File: config.mk
export PLATFORM = sky130hd
export DESIGN_NAME = inst_fetch_multi_flat
export DESIGN_NICKNAME = d
export VERILOG_FILES = /design/src/rtl/inst_fetch_multi_if.sv /design/src/rtl/inst_fetch_multi.sv /design/src/flat_wrapper.sv
export SDC_FILE = /design/constraint.sdc
export NUM_CORES = 1
export LEC_CHECK = 0
export BUFFER_PORTS_ARGS = -buffer_cell sky130_fd_sc_hd__clkbuf_2
export CAP_MARGIN = 25
export CORE_ASPECT_RATIO = 0.8
export CORE_UTILIZATION = 50
export DETAILED_ROUTE_END_ITERATION = 7
export HOLD_SLACK_MARGIN = 0.12
export PLACE_DENSITY = 0.71
export REMOVE_ABC_BUFFERS = 1
export SLEW_MARGIN = 30
export SYNTH_ARGS = -nofsm -noshare
export SYNTH_HDL_FRONTEND = slang
export SYNTH_SLANG_ARGS = --single-unit
File: constraint.sdc
create_clock -name clk -period 12.9 [get_ports clk]
set_input_delay 1.29 -clock clk [delete_from_list [all_inputs] [get_ports clk]]
set_output_delay 1.29 -clock clk [all_outputs]
set_load 0.02 [all_outputs]
File: src/rtl/inst_fetch_multi_if.sv
// Fetch-stage bundle: icache request/response, redirects and the decode-side queue head.
// master = fetch unit, slave = icache/decode/redirect environment.
interface inst_fetch_multi_if #(
    parameter int N_ISSUE  = 2,
    parameter int FQ_DEPTH = 4
);
    localparam int CW = $clog2(FQ_DEPTH) + 1;

    logic                   icache_req;
    logic [31:0]            icache_vaddr;
    logic                   icache_ready;
    logic                   icache_valid;
    logic [32*N_ISSUE-1:0]  icache_data;
    logic                   except_valid;
    logic [31:0]            except_target;
    logic                   branch_valid;
    logic [31:0]            branch_target;
    logic                   deq_valid;
    logic                   deq_ready;
    logic [31:0]            deq_pc;
    logic [32*N_ISSUE-1:0]  deq_inst;
    logic [N_ISSUE-1:0]     deq_mask;
    logic [CW-1:0]          fq_count;

    modport master (
        output icache_req, icache_vaddr, deq_valid, deq_pc, deq_inst, deq_mask, fq_count,
        input  icache_ready, icache_valid, icache_data,
               except_valid, except_target, branch_valid, branch_target, deq_ready
    );

    modport slave (
        input  icache_req, icache_vaddr, deq_valid, deq_pc, deq_inst, deq_mask, fq_count,
        output icache_ready, icache_valid, icache_data,
               except_valid, except_target, branch_valid, branch_target, deq_ready
    );
endinterface

File: src/rtl/inst_fetch_multi.sv
// Multi-issue fetch: owns the fetch PC, keeps one packet request in flight to the icache
// and buffers returned packets in a circular fetch queue feeding decode.
module inst_fetch_multi #(
    parameter logic [31:0] BOOT_VEC = 32'hbfc00000,
    parameter int          N_ISSUE  = 2,
    parameter int          FQ_DEPTH = 4
) (
    input  logic                 clk,
    input  logic                 rst,
    inst_fetch_multi_if.master   bus
);
    localparam int              A         = $clog2(4 * N_ISSUE);
    localparam int              PW        = $clog2(FQ_DEPTH);
    localparam int              CW        = PW + 1;
    localparam int              SW        = (N_ISSUE > 1) ? $clog2(N_ISSUE) : 1;
    localparam int              DW        = 32 * N_ISSUE;
    localparam logic [31:0]     PKT_BYTES = 32'(4 * N_ISSUE);
    localparam logic [CW-1:0]   FULL      = CW'(FQ_DEPTH);

    logic [31:0]        pc;
    logic [31:0]        req_pc;
    logic [31:0]        pc_aligned;
    logic               outstanding;
    logic               drop;
    logic               started;
    logic [PW-1:0]      head;
    logic [PW-1:0]      tail;
    logic [CW-1:0]      count;

    logic [31:0]        mem_pc   [FQ_DEPTH];
    logic [DW-1:0]      mem_inst [FQ_DEPTH];
    logic [N_ISSUE-1:0] mem_mask [FQ_DEPTH];

    logic               redirect;
    logic [31:0]        redirect_target;
    logic               req;
    logic               fire;
    logic               resp;
    logic               push;
    logic               pop;
    logic               not_empty;
    logic [SW-1:0]      slot_off;
    logic [N_ISSUE-1:0] resp_mask;

    assign redirect        = bus.except_valid | bus.branch_valid;
    assign redirect_target = bus.except_valid ? bus.except_target : bus.branch_target;
    assign pc_aligned      = {pc[31:A], {A{1'b0}}};
    assign not_empty       = (count != '0);

    // started holds off the request for the first cycle after reset, so that cycle
    // always shows an idle request port.
    assign req  = started && !outstanding && (count < FULL) && !redirect;
    assign fire = req && bus.icache_ready;
    assign resp = bus.icache_valid && outstanding;
    assign push = resp && !drop && !redirect;
    assign pop  = not_empty && bus.deq_ready && !redirect;

    generate
        if (N_ISSUE == 1) begin : g_single
            assign slot_off = '0;
        end else begin : g_multi
            assign slot_off = req_pc[A-1:2];
        end
    endgenerate

    // Slots before the entry point of the packet are invalid.
    always_comb begin
        resp_mask = '0;
        for (int unsigned i = 0; i < N_ISSUE; i++) begin
            resp_mask[i] = (SW'(i) >= slot_off);
        end
    end

    always_ff @(posedge clk) begin
        if (!rst) begin
            pc          <= BOOT_VEC;
            req_pc      <= BOOT_VEC;
            outstanding <= 1'b0;
            drop        <= 1'b0;
            started     <= 1'b0;
            head        <= '0;
            tail        <= '0;
            count       <= '0;
        end else begin
            started <= 1'b1;

            if (fire) begin
                outstanding <= 1'b1;
            end else if (resp) begin
                outstanding <= 1'b0;
            end

            if (redirect) begin
                pc    <= redirect_target;
                drop  <= outstanding && !bus.icache_valid;
                head  <= '0;
                tail  <= '0;
                count <= '0;
            end else begin
                if (fire) begin
                    pc     <= pc_aligned + PKT_BYTES;
                    req_pc <= pc;
                end
                if (resp) begin
                    drop <= 1'b0;
                end
                if (push) begin
                    tail <= tail + 1'b1;
                end
                if (pop) begin
                    head <= head + 1'b1;
                end
                if (push && !pop) begin
                    count <= count + 1'b1;
                end else if (pop && !push) begin
                    count <= count - 1'b1;
                end
            end
        end
    end

    always_ff @(posedge clk) begin
        if (rst && push) begin
            mem_pc[tail]   <= req_pc;
            mem_inst[tail] <= bus.icache_data;
            mem_mask[tail] <= resp_mask;
        end
    end

    assign bus.icache_req   = req;
    assign bus.icache_vaddr = pc_aligned;
    assign bus.deq_valid    = not_empty;
    assign bus.deq_pc       = mem_pc[head];
    assign bus.deq_inst     = mem_inst[head];
    assign bus.deq_mask     = not_empty ? mem_mask[head] : '0;
    assign bus.fq_count     = count;
endmodule

File: src/flat_wrapper.sv
// flat-port wrapper written by rule: the top's interface ports become plain ports
module inst_fetch_multi_flat 
#(
    parameter logic [31:0] BOOT_VEC = 32'hbfc00000,
    parameter int          N_ISSUE  = 2,
    parameter int          FQ_DEPTH = 4
)
  (clk, rst, bus_icache_req, bus_icache_vaddr, bus_deq_valid, bus_deq_pc, bus_deq_inst, bus_deq_mask, bus_fq_count, bus_icache_ready, bus_icache_valid, bus_icache_data, bus_except_valid, bus_except_target, bus_branch_valid, bus_branch_target, bus_deq_ready);
  inst_fetch_multi_if #(.N_ISSUE(N_ISSUE), .FQ_DEPTH(FQ_DEPTH)) bus_i ();
  input  logic clk;
  input  logic rst;
  output wire logic [$bits(bus_i.icache_req)-1:0] bus_icache_req;
  output wire logic [$bits(bus_i.icache_vaddr)-1:0] bus_icache_vaddr;
  output wire logic [$bits(bus_i.deq_valid)-1:0] bus_deq_valid;
  output wire logic [$bits(bus_i.deq_pc)-1:0] bus_deq_pc;
  output wire logic [$bits(bus_i.deq_inst)-1:0] bus_deq_inst;
  output wire logic [$bits(bus_i.deq_mask)-1:0] bus_deq_mask;
  output wire logic [$bits(bus_i.fq_count)-1:0] bus_fq_count;
  input wire logic [$bits(bus_i.icache_ready)-1:0] bus_icache_ready;
  input wire logic [$bits(bus_i.icache_valid)-1:0] bus_icache_valid;
  input wire logic [$bits(bus_i.icache_data)-1:0] bus_icache_data;
  input wire logic [$bits(bus_i.except_valid)-1:0] bus_except_valid;
  input wire logic [$bits(bus_i.except_target)-1:0] bus_except_target;
  input wire logic [$bits(bus_i.branch_valid)-1:0] bus_branch_valid;
  input wire logic [$bits(bus_i.branch_target)-1:0] bus_branch_target;
  input wire logic [$bits(bus_i.deq_ready)-1:0] bus_deq_ready;
  assign bus_icache_req = bus_i.icache_req;
  assign bus_icache_vaddr = bus_i.icache_vaddr;
  assign bus_deq_valid = bus_i.deq_valid;
  assign bus_deq_pc = bus_i.deq_pc;
  assign bus_deq_inst = bus_i.deq_inst;
  assign bus_deq_mask = bus_i.deq_mask;
  assign bus_fq_count = bus_i.fq_count;
  assign bus_i.icache_ready = bus_icache_ready;
  assign bus_i.icache_valid = bus_icache_valid;
  assign bus_i.icache_data = bus_icache_data;
  assign bus_i.except_valid = bus_except_valid;
  assign bus_i.except_target = bus_except_target;
  assign bus_i.branch_valid = bus_branch_valid;
  assign bus_i.branch_target = bus_branch_target;
  assign bus_i.deq_ready = bus_deq_ready;
  inst_fetch_multi #(.BOOT_VEC(BOOT_VEC), .N_ISSUE(N_ISSUE), .FQ_DEPTH(FQ_DEPTH)) u_core (.clk(clk), .rst(rst), .bus(bus_i));
endmodule
==> results.sh, run 1 <==
export IMPL_status="finished, final reports clean"
export IMPL_first_pass_iters=5
export IMPL_ys_warn_count=0
export IMPL_setup_ws_ns=8.53
export IMPL_final_common_cell="edfxtp_1"
export IMPL_slowest_stage="mux4_2"
export IMPL_min_path_type="register to register"
export IMPL_synth_avg_cell_area_um2=17.8
export IMPL_top_layer="met5"
export IMPL_clock_latency_ns=0.56
export IMPL_synth_simple_gate_area_share_pct=5.54
export IMPL_cp_depth=5
export IMPL_antenna_found_initial=2
export IMPL_grt_util_all_layers_pct=21.9
export IMPL_max_stage_delay_ns=0.66
export IMPL_postCtsSetupBuffers=0
export IMPL_clock_root_buffer="clkbuf_16"
export IMPL_die_x_um=214
export IMPL_gp_congestion=0.838
export IMPL_crit_path_max_fanout=50
export IMPL_drive_gt1_share_pct=35.3
export IMPL_final_cell_mix="edfxtp_1, clkbuf_2, mux4_2, nand2_1, dfxtp_1"
export IMPL_post_cts_resized=0
export IMPL_cp_start_kind="register"
export IMPL_synth_top_family_by_area="multiplexers"
export IMPL_setup_tns_ns=0
export IMPL_nNetsFinal=1387
export IMPL_syn2layout_area_growth_pct=16.5
export IMPL_h_tree_depth=2
export IMPL_clkSinkCount=464
export IMPL_fin_crit_ns=4.37
export IMPL_synth_edf_count=388
export IMPL_syn_cell_area_mm2=0.0179
export IMPL_stdcell_area_mm2=0.0209
export IMPL_ant_nets=0
export IMPL_die_area_mm2=0.0366
export IMPL_post_layout_nonfiller_instances=1752
export IMPL_slew_viol_final=0
export IMPL_whs_path_depth=2
export IMPL_synth_compound_gate_area_share_pct=4.20
export IMPL_core_mm2=0.0350
export IMPL_numCtsBuffers=44
export IMPL_wl_per_cell_um=22.6
export IMPL_place_inst=1671
export IMPL_globalRouteOverflowTotal=0
export IMPL_crit_top_cell="buf_6"
export IMPL_synth_adder_area_share_pct=0.531
export IMPL_ys_seq_elements=464
export IMPL_dp_hpwl_um=25600
export IMPL_drtIter0Drc=899
export IMPL_tritoncts="built"
export IMPL_post_route_drc_count=0
export IMPL_wl_met1_um=17900
export IMPL_synth_xor_area_share_pct=0.831
export IMPL_cp_top_family="buffers and inverters"
export IMPL_detailedPlace_worstSlack_ns=8.28
export IMPL_powerDensity_mw_per_mm2=142
export IMPL_yosysUniqueCellTypes=61
export IMPL_grt_pass1_vias=9747
export IMPL_synth_mux_area_share_pct=12.4
export IMPL_cts_hold_buf=0
export IMPL_tightest_slew_ns=0.799
export IMPL_grt_max_degree=76
export IMPL_grt_pass1_wl_um=59300
export IMPL_rows=61
export IMPL_vias=9984
export IMPL_timing_hold_ws_ns=0.460
export IMPL_synthCells=1008
export IMPL_finalWirelength_um=39500
export IMPL_die_h_um=171
export IMPL_port_buffers=266
export IMPL_p_leak_nw=7.22
export IMPL_maxCapViolCount=0
export IMPL_dpl_cell_area_mm2=0.0195
export IMPL_synthArstFlopShare_pct=0
export IMPL_cp_end_kind="output pin"
export IMPL_cp_buffers_inverters=3
export IMPL_final_period_utilization_pct=33.9
export IMPL_setup_violations_final=0
export IMPL_crit_type="register to output pin"
export IMPL_fillerInstances=2584
export IMPL_hold_viol=0
export IMPL_crit_chain="buf_6 > buf_6 > mux4_2 > and2_1 > clkbuf_2"
export IMPL_fin_worst_skew_ns=0.0276
export IMPL_via_per_inst=5.70
export IMPL_wl_met3_um=3130
export IMPL_crit_required_ns=11.61
export IMPL_rsz0062_at_grt="no"
export IMPL_vdd_drop_max_mv=0.113
export IMPL_ys_flop_type="edfxtp_1"
export IMPL_seq_area_frac_synth_pct=73.5
export IMPL_max_slew_margin_pct=46.7
export IMPL_clk_pin_slew_worst_paths_ns=0.06
export IMPL_rr_worst_depth=4
export IMPL_fmax_mhz=229
export IMPL_cts_buffer_depth=3
export IMPL_met2_length_um=17800
export IMPL_cp_arrival_ns=3.08
export IMPL_boundaryPins=270
export IMPL_start_util_pct=51.2
[registers in the layout (all words and copies together), names as in the netlist, named ones only]
register             flops
u_core.mem_inst        256
u_core.mem_pc          128
u_core.pc               32
u_core.req_pc           32
u_core.mem_mask          4
u_core.bus.fq_count      3
u_core.head              2
u_core.tail              2
u_core.drop              1
u_core.outstanding       1
u_core.started           1
[path summary, 6_finish.rpt]
kind,startpoint,end,slack (ns)
max,register,bus_deq_mask[0],8.53
min,u_core.pc[1]$_SDFFE_PN0P_,u_core.req_pc[1]$_SDFFE_PN0P_,0.46
max reg2reg,u_core.outstanding$_SDFFE_PN0P_,u_core.mem_inst[2][19]$_DFFE_PP_,9.86
min reg2reg,u_core.pc[1]$_SDFFE_PN0P_,u_core.req_pc[1]$_SDFFE_PN0P_,0.46
[logic make-up after synthesis]
family | after synthesis
other | 1
DFF | 464
adders and majority gates | 7
and+or+nand+nor | 200
muxes | 100
AOI/OAI and AO/OA | 117
buffers and inverters | 102
xor gates and xnor gates | 17
[through the flow]
stage | util [%] | total power, mW
finish | 59.6 | 2.97
global route | 59.6 | 3.07
global placement | 55.6 | 1.77
detailed placement | 55.7 | 1.77
CTS | 59.6 | 3.00
floorplan | - | 1.71
[where the power goes]
| group | internal, mW | total (mW) | switching, mW |
|---|---|---|---|
| logic | 0.0360 | 0.0955 | 0.0596 |
| clock network | 0.698 | 1.23 | 0.537 |
| registers | 1.63 | 1.64 | 0.0180 |
| total | 2.36 | 2.97 | 0.614 |
[final cells by class]
type,count,area [um^2],area share (%)
well taps,472,591,2.83
repair buffers,279,1440,6.89
diodes,1,2.50,0.0120
clock buffers,54,1150,5.50
inverters,12,45.0,0.216
flip-flops and latches,464,13200,63.1
clock inverters,26,231,1.11
multi-input cells,444,4250,20.3
[synth_stat cells, types with 11 or more instances]
library cell	count	area, um^2
o21ai_0	13	65.1
a21oi_1	42	210
buf_2	17	85.1
inv_1	11	41.3
buf_4	33	248
edfxtp_1	388	11700
dfxtp_1	76	1520
mux4_2	97	2180
nor2_1	31	116
clkbuf_1	34	128
nand4_1	15	93.8
nand3_1	21	105
a22oi_1	13	97.6
xor2_1	11	96.3
nand2_1	87	327
[worst register-to-register path: cells and delay by family, from the launching register on]
kind | cells | cell delay (ns)
buffers and inverters | 1 | 0.79
DFF | 1 | 0.46
and+or+nand+nor | 3 | 1.37
[routing by layer]
layer,track usage (%),vias up
met5,0,-
met2,32.1,411
met3,5.29,54
li1,-,4456
met1,33.1,5061
met4,5.22,2
(Power assumes the default switching activity.)
==> inputs of run 2 (changes only) <==
Clock period 12.9 ns to 4.39 ns, I/O delays scaled along.
==> results.sh, run 2 (same netlist as run 1, synthesis figures left out) <==
export IMPL_final_period_utilization_pct=69.2
export IMPL_die_area_mm2=0.0366
export IMPL_vias=10200
export IMPL_p_leak_nw=7.47
export IMPL_core_mm2=0.0350
export IMPL_top_regs="u_core.mem_inst: 256 flops, u_core.mem_pc: 128 flops"
export IMPL_cp_end_kind="output pin"
export IMPL_crit_chain="buf_4 > mux4_2 > clkbuf_2"
export IMPL_drtIter0Drc=998
export IMPL_grt_pass1_vias=10100
export IMPL_min_path_type="input pin to register"
export IMPL_powerDensity_mw_per_mm2=402
export IMPL_grt_pass1_wl_um=60600
export IMPL_tightest_slew_ns=0.906
export IMPL_port_buffers=266
export IMPL_wl_per_cell_um=22.5
export IMPL_max_slew_margin_pct=39.6
export IMPL_fin_util_pct=61.4
export IMPL_rows=61
export IMPL_finalWirelength_um=40800
export IMPL_nNetsFinal=1451
export IMPL_dp_hpwl_um=27400
export IMPL_die_h_um=171
export IMPL_vdd_drop_max_mv=0.218
export IMPL_grt_util_all_layers_pct=22.4
export IMPL_cp_arrival_ns=2.60
export IMPL_status="finished, final reports clean"
export IMPL_crit_type="register to output pin"
export IMPL_clock_root_buffer="clkbuf_16"
export IMPL_tritoncts="built"
export IMPL_setup_violations_final=0
export IMPL_post_route_drc_count=0
export IMPL_clkSinkCount=464
export IMPL_die_x_um=214
export IMPL_regMostFlops="u_core.mem_inst"
export IMPL_maxCapViolCount=0
export IMPL_slowest_stage="dfxtp_4"
export IMPL_boundaryPins=270
export IMPL_setup_ws_ns=1.35
export IMPL_cp_buffers_inverters=2
export IMPL_cts_buffer_depth=3
export IMPL_fin_worst_skew_ns=0.0133
export IMPL_largest_register_ff_count=256
export IMPL_h_tree_depth=2
export IMPL_drive_gt1_share_pct=34.3
export IMPL_gp_congestion=0.867
export IMPL_rsz0062_at_grt="no"
export IMPL_final_common_cell="edfxtp_1"
export IMPL_clock_latency_ns=0.54
export IMPL_fin_crit_ns=3.04
export IMPL_ant_nets=0
export IMPL_first_pass_iters=5
export IMPL_hold_viol=0
export IMPL_crit_required_ns=3.95
export IMPL_grt_max_degree=61
export IMPL_cp_start_kind="register"
export IMPL_start_util_pct=51.2
export IMPL_final_cell_mix="edfxtp_1, clkbuf_2, mux4_2, nand2_1, dfxtp_1"
export IMPL_max_stage_delay_ns=0.77
export IMPL_numCtsBuffers=43
export IMPL_slew_viol_final=0
export IMPL_crit_path_max_fanout=31
export IMPL_via_per_inst=5.62
export IMPL_globalRouteOverflowTotal=0
export IMPL_clk_pin_slew_worst_paths_ns=0.06
export IMPL_syn2layout_area_growth_pct=19.9
export IMPL_cp_top_family="flip-flops"
export IMPL_antenna_found_initial=0
export IMPL_timing_hold_ws_ns=0.144
export IMPL_fmax_mhz=329
export IMPL_detailedPlace_worstSlack_ns=1.36
## run 2: cell types whose count changed in the layout (fill, tap and decap cells not counted), moves of 2 or more
cell,before,now
dlygate4sd3_1,0,53
clkbuf_1,9,20
buf_4,10,20
clkinv_1,12,5
buf_12,0,5
buf_6,3,0
clkinvlp_4,0,3
bufinv_16,3,1
clkinv_4,2,0
inv_6,2,0
## run 2: what timing repair did
item                                   4_1_cts  5_1_grt
setup buffers                                0        0
hold buffers                                53        0
endpoints found under the hold margin      200        0
setup endpoints to repair                    0        0
resized for setup                            0        0
## run 2: power by group
group          internal [mW]  switching, mW  total [mW]
combinational          0.138          0.187       0.325
clock                   1.99           1.51        3.50
sequential              4.78         0.0514        4.83
## run 2: per-stage QoR
| stage | instance area (um^2) | setup TNS, ns | instances | total power, mW |
|---|---|---|---|---|
| finish | 21500 | 0 | 1816 | 8.65 |
| floorplan | 17400 | -79.98 | 920 | 5.02 |
| CTS | 21500 | 0 | 1815 | 8.72 |
| global route | 21500 | 0 | 1815 | 8.89 |
| detailed placement | 19600 | 0 | 1683 | 5.20 |
| global placement | 19600 | 0 | 1683 | 5.19 |
## run 2: layout make-up
class                      count  area, um^2
antenna                        1        2.50
clock buffer                  67        1230
clock inverter                12        87.6
fill                        2555       13500
inverter                      12        45.0
multi-input combinational    444        4250
sequential                   464       13200
tap                          472         591
timing repair buffer         344        2110
## run 2: path summary, 6_finish.rpt
check,cells after the start,slack (ns),start,end
max,3,1.35,register,bus_deq_pc[9]
min,1,0.14,bus_icache_data[29],u_core.mem_inst[0][29]$_DFFE_PP_
max reg2reg,5,1.91,u_core.bus.fq_count[2]$_SDFFE_PP0P_,u_core.pc[19]$_SDFFE_PN0P_
min reg2reg,2,0.47,u_core.pc[1]$_SDFFE_PN0P_,u_core.req_pc[1]$_SDFFE_PN0P_
## run 2: layer usage
| metal | track usage, % | vias to the layer above | wire (um) |
|---|---|---|---|
| met4 | 6.24 | 0 | 799 |
| met2 | 32.6 | 441 | 18100 |
| met1 | 34.2 | 5129 | 18600 |
| li1 | - | 4576 | - |
| met3 | 4.80 | 60 | 3280 |
| met5 | 0 | - | 0 |
## run 2: worst register-to-register path, cell delays in order, from the launching register on
cell and delay (ns):
dfxtp_1 0.39, or4_4 0.58, nor2_2 0.59, buf_4 0.38, nand3_1 0.14, a32o_1 0.30
==> inputs of run 3 (changes only) <==
Clock period 4.39 ns to 2.8 ns, I/O delays scaled along.
==> results.sh, run 3 (same netlist as run 1, synthesis figures left out) <==
export IMPL_die_area_mm2=0.0366
export IMPL_postCtsSetupBuffers=0
export IMPL_numCtsBuffers=45
export IMPL_cp_buffers_inverters=2
export IMPL_boundaryPins=270
export IMPL_whs_path_depth=3
export IMPL_clk_pin_slew_worst_paths_ns=0.06
export IMPL_cp_start_kind="register"
export IMPL_worstHoldStart="bus_except_target[17]"
export IMPL_seqCellArea_mm2=0.0132
export IMPL_max_stage_delay_ns=0.61
export IMPL_port_buffers=266
export IMPL_setup_violations_final=0
export IMPL_grt_pass1_wl_um=62200
export IMPL_drive_gt1_share_pct=34.0
export IMPL_clock_latency_ns=0.56
export IMPL_largest_register_ff_count=256
export IMPL_rsz0062_at_grt="no"
export IMPL_clock_root_buffer="clkbuf_16"
export IMPL_grt_max_degree=37
export IMPL_fillerInstances=2479
export IMPL_fin_worst_skew_ns=0.0219
export IMPL_crit_required_ns=2.52
export IMPL_maxCapViolCount=0
export IMPL_globalRouteOverflowTotal=0
export IMPL_slowest_stage="dfxtp_4"
export IMPL_cts_hold_buf=106
export IMPL_ant_nets=0
export IMPL_grt_util_all_layers_pct=22.8
export IMPL_max_slew_margin_pct=57.3
export IMPL_grt_pass1_vias=10600
export IMPL_core_mm2=0.0350
export IMPL_drtIter0Drc=1054
export IMPL_top_regs="u_core.mem_inst: 256 flops, u_core.mem_pc: 128 flops"
export IMPL_die_x_um=214
export IMPL_cp_top_family="flip-flops"
export IMPL_clkSinkCount=464
export IMPL_slew_viol_final=0
export IMPL_rr_worst_depth=7
export IMPL_detailedPlace_worstSlack_ns=0.442
export IMPL_cp_end_kind="output pin"
export IMPL_powerDensity_mw_per_mm2=629
export IMPL_hold_viol=0
export IMPL_final_cell_mix="edfxtp_1, clkbuf_2, dlygate4sd3_1, mux4_2, nand2_1"
export IMPL_gp_congestion=0.844
export IMPL_fmax_mhz=383
export IMPL_timing_hold_ws_ns=0.139
export IMPL_vdd_drop_max_mv=0.436
export IMPL_start_util_pct=51.2
export IMPL_final_common_cell="edfxtp_1"
export IMPL_dp_hpwl_um=26200
export IMPL_crit_path_max_fanout=35
export IMPL_cp_depth=3
export IMPL_nNetsFinal=1518
export IMPL_min_path_type="input pin to register"
export IMPL_antenna_found_initial=0
export IMPL_multi_input_area_mm2=0.00424
export IMPL_post_route_drc_count=0
export IMPL_fin_util_pct=64.0
export IMPL_die_h_um=171
export IMPL_final_period_utilization_pct=93.4
export IMPL_reg2reg_from="u_core.outstanding$_SDFFE_PN0P_"
export IMPL_syn2layout_area_growth_pct=25.0
export IMPL_place_inst=1695
export IMPL_p_leak_nw=7.88
export IMPL_num_antenna_cells=0
export IMPL_cp_arrival_ns=2.33
export IMPL_wl_per_cell_um=21.7
export IMPL_fin_crit_ns=2.61
export IMPL_h_tree_depth=2
export IMPL_tightest_slew_ns=0.640
export IMPL_crit_chain="buf_12 > mux4_2 > clkbuf_2"
export IMPL_cts_buffer_depth=3
export IMPL_status="finished, final reports clean"
export IMPL_finalWirelength_um=40900
export IMPL_rows=61
export IMPL_vias=10500
export IMPL_regMostFlops="u_core.mem_inst"
export IMPL_via_per_inst=5.58
export IMPL_post_layout_nonfiller_instances=1885
export IMPL_crit_type="register to output pin"
export IMPL_tritoncts="built"
export IMPL_post_cts_resized=0
export IMPL_setup_ws_ns=0.186
export IMPL_first_pass_iters=5
run 3: where the power goes:
group | total, mW | leakage (nW) | switching, mW | internal (mW)
Combinational | 0.595 | 2.91 | 0.317 | 0.278
Clock | 5.93 | 0.718 | 2.51 | 3.42
Sequential | 7.57 | 4.25 | 0.0755 | 7.49
Total | 14.1 | 7.88 | 2.91 | 11.2
run 3: final timing paths:
| path | to | slack, ns |
|---|---|---|
| worst max-delay path | bus_deq_pc[14] | 0.19 |
| worst min-delay path | u_core.pc[17]$_SDFFE_PN0P_ | 0.14 |
| worst max register to register | u_core.pc[13]$_SDFFE_PN0P_ | 0.31 |
| worst min register to register | u_core.req_pc[1]$_SDFFE_PN0P_ | 0.48 |
run 3: tightest hold or removal path: cells and delay by family:
kind                   cells  cell delay, ns
buffers and inverters      1            0.08
AOI/OAI and AO/OA          2            0.30
run 3: metrics by stage:
stage / area, um^2 / total power [mW] / TNS (ns)
finish: 22400 / 14.1 / 0
CTS: 22400 / 14.2 / 0
global route: 22400 / 14.5 / 0
global placement: 19900 / 8.15 / 0
floorplan: 17400 / 7.88 / -593.67
detailed placement: 19900 / 8.17 / 0
run 3: area by class of cell:
cell class	count	area share [%]
sequential	464	58.8
multi-input combinational	444	18.9
timing repair buffer	409	12.9
clock buffer	61	5.57
tap	472	2.64
clock inverter	23	0.972
inverter	12	0.201
run 3: metal layers:
layer | routed length [um] | share of wire [%] | vias to the layer above | track usage (%)
met2 | 19200 | 47 | 433 | 35.4
met3 | 3050 | 7.5 | 54 | 4.22
met1 | 17900 | 44 | 5303 | 33.3
met4 | 694 | 1.7 | 0 | 5.78
li1 | - | - | 4727 | -
met5 | 0 | 0 | - | 0
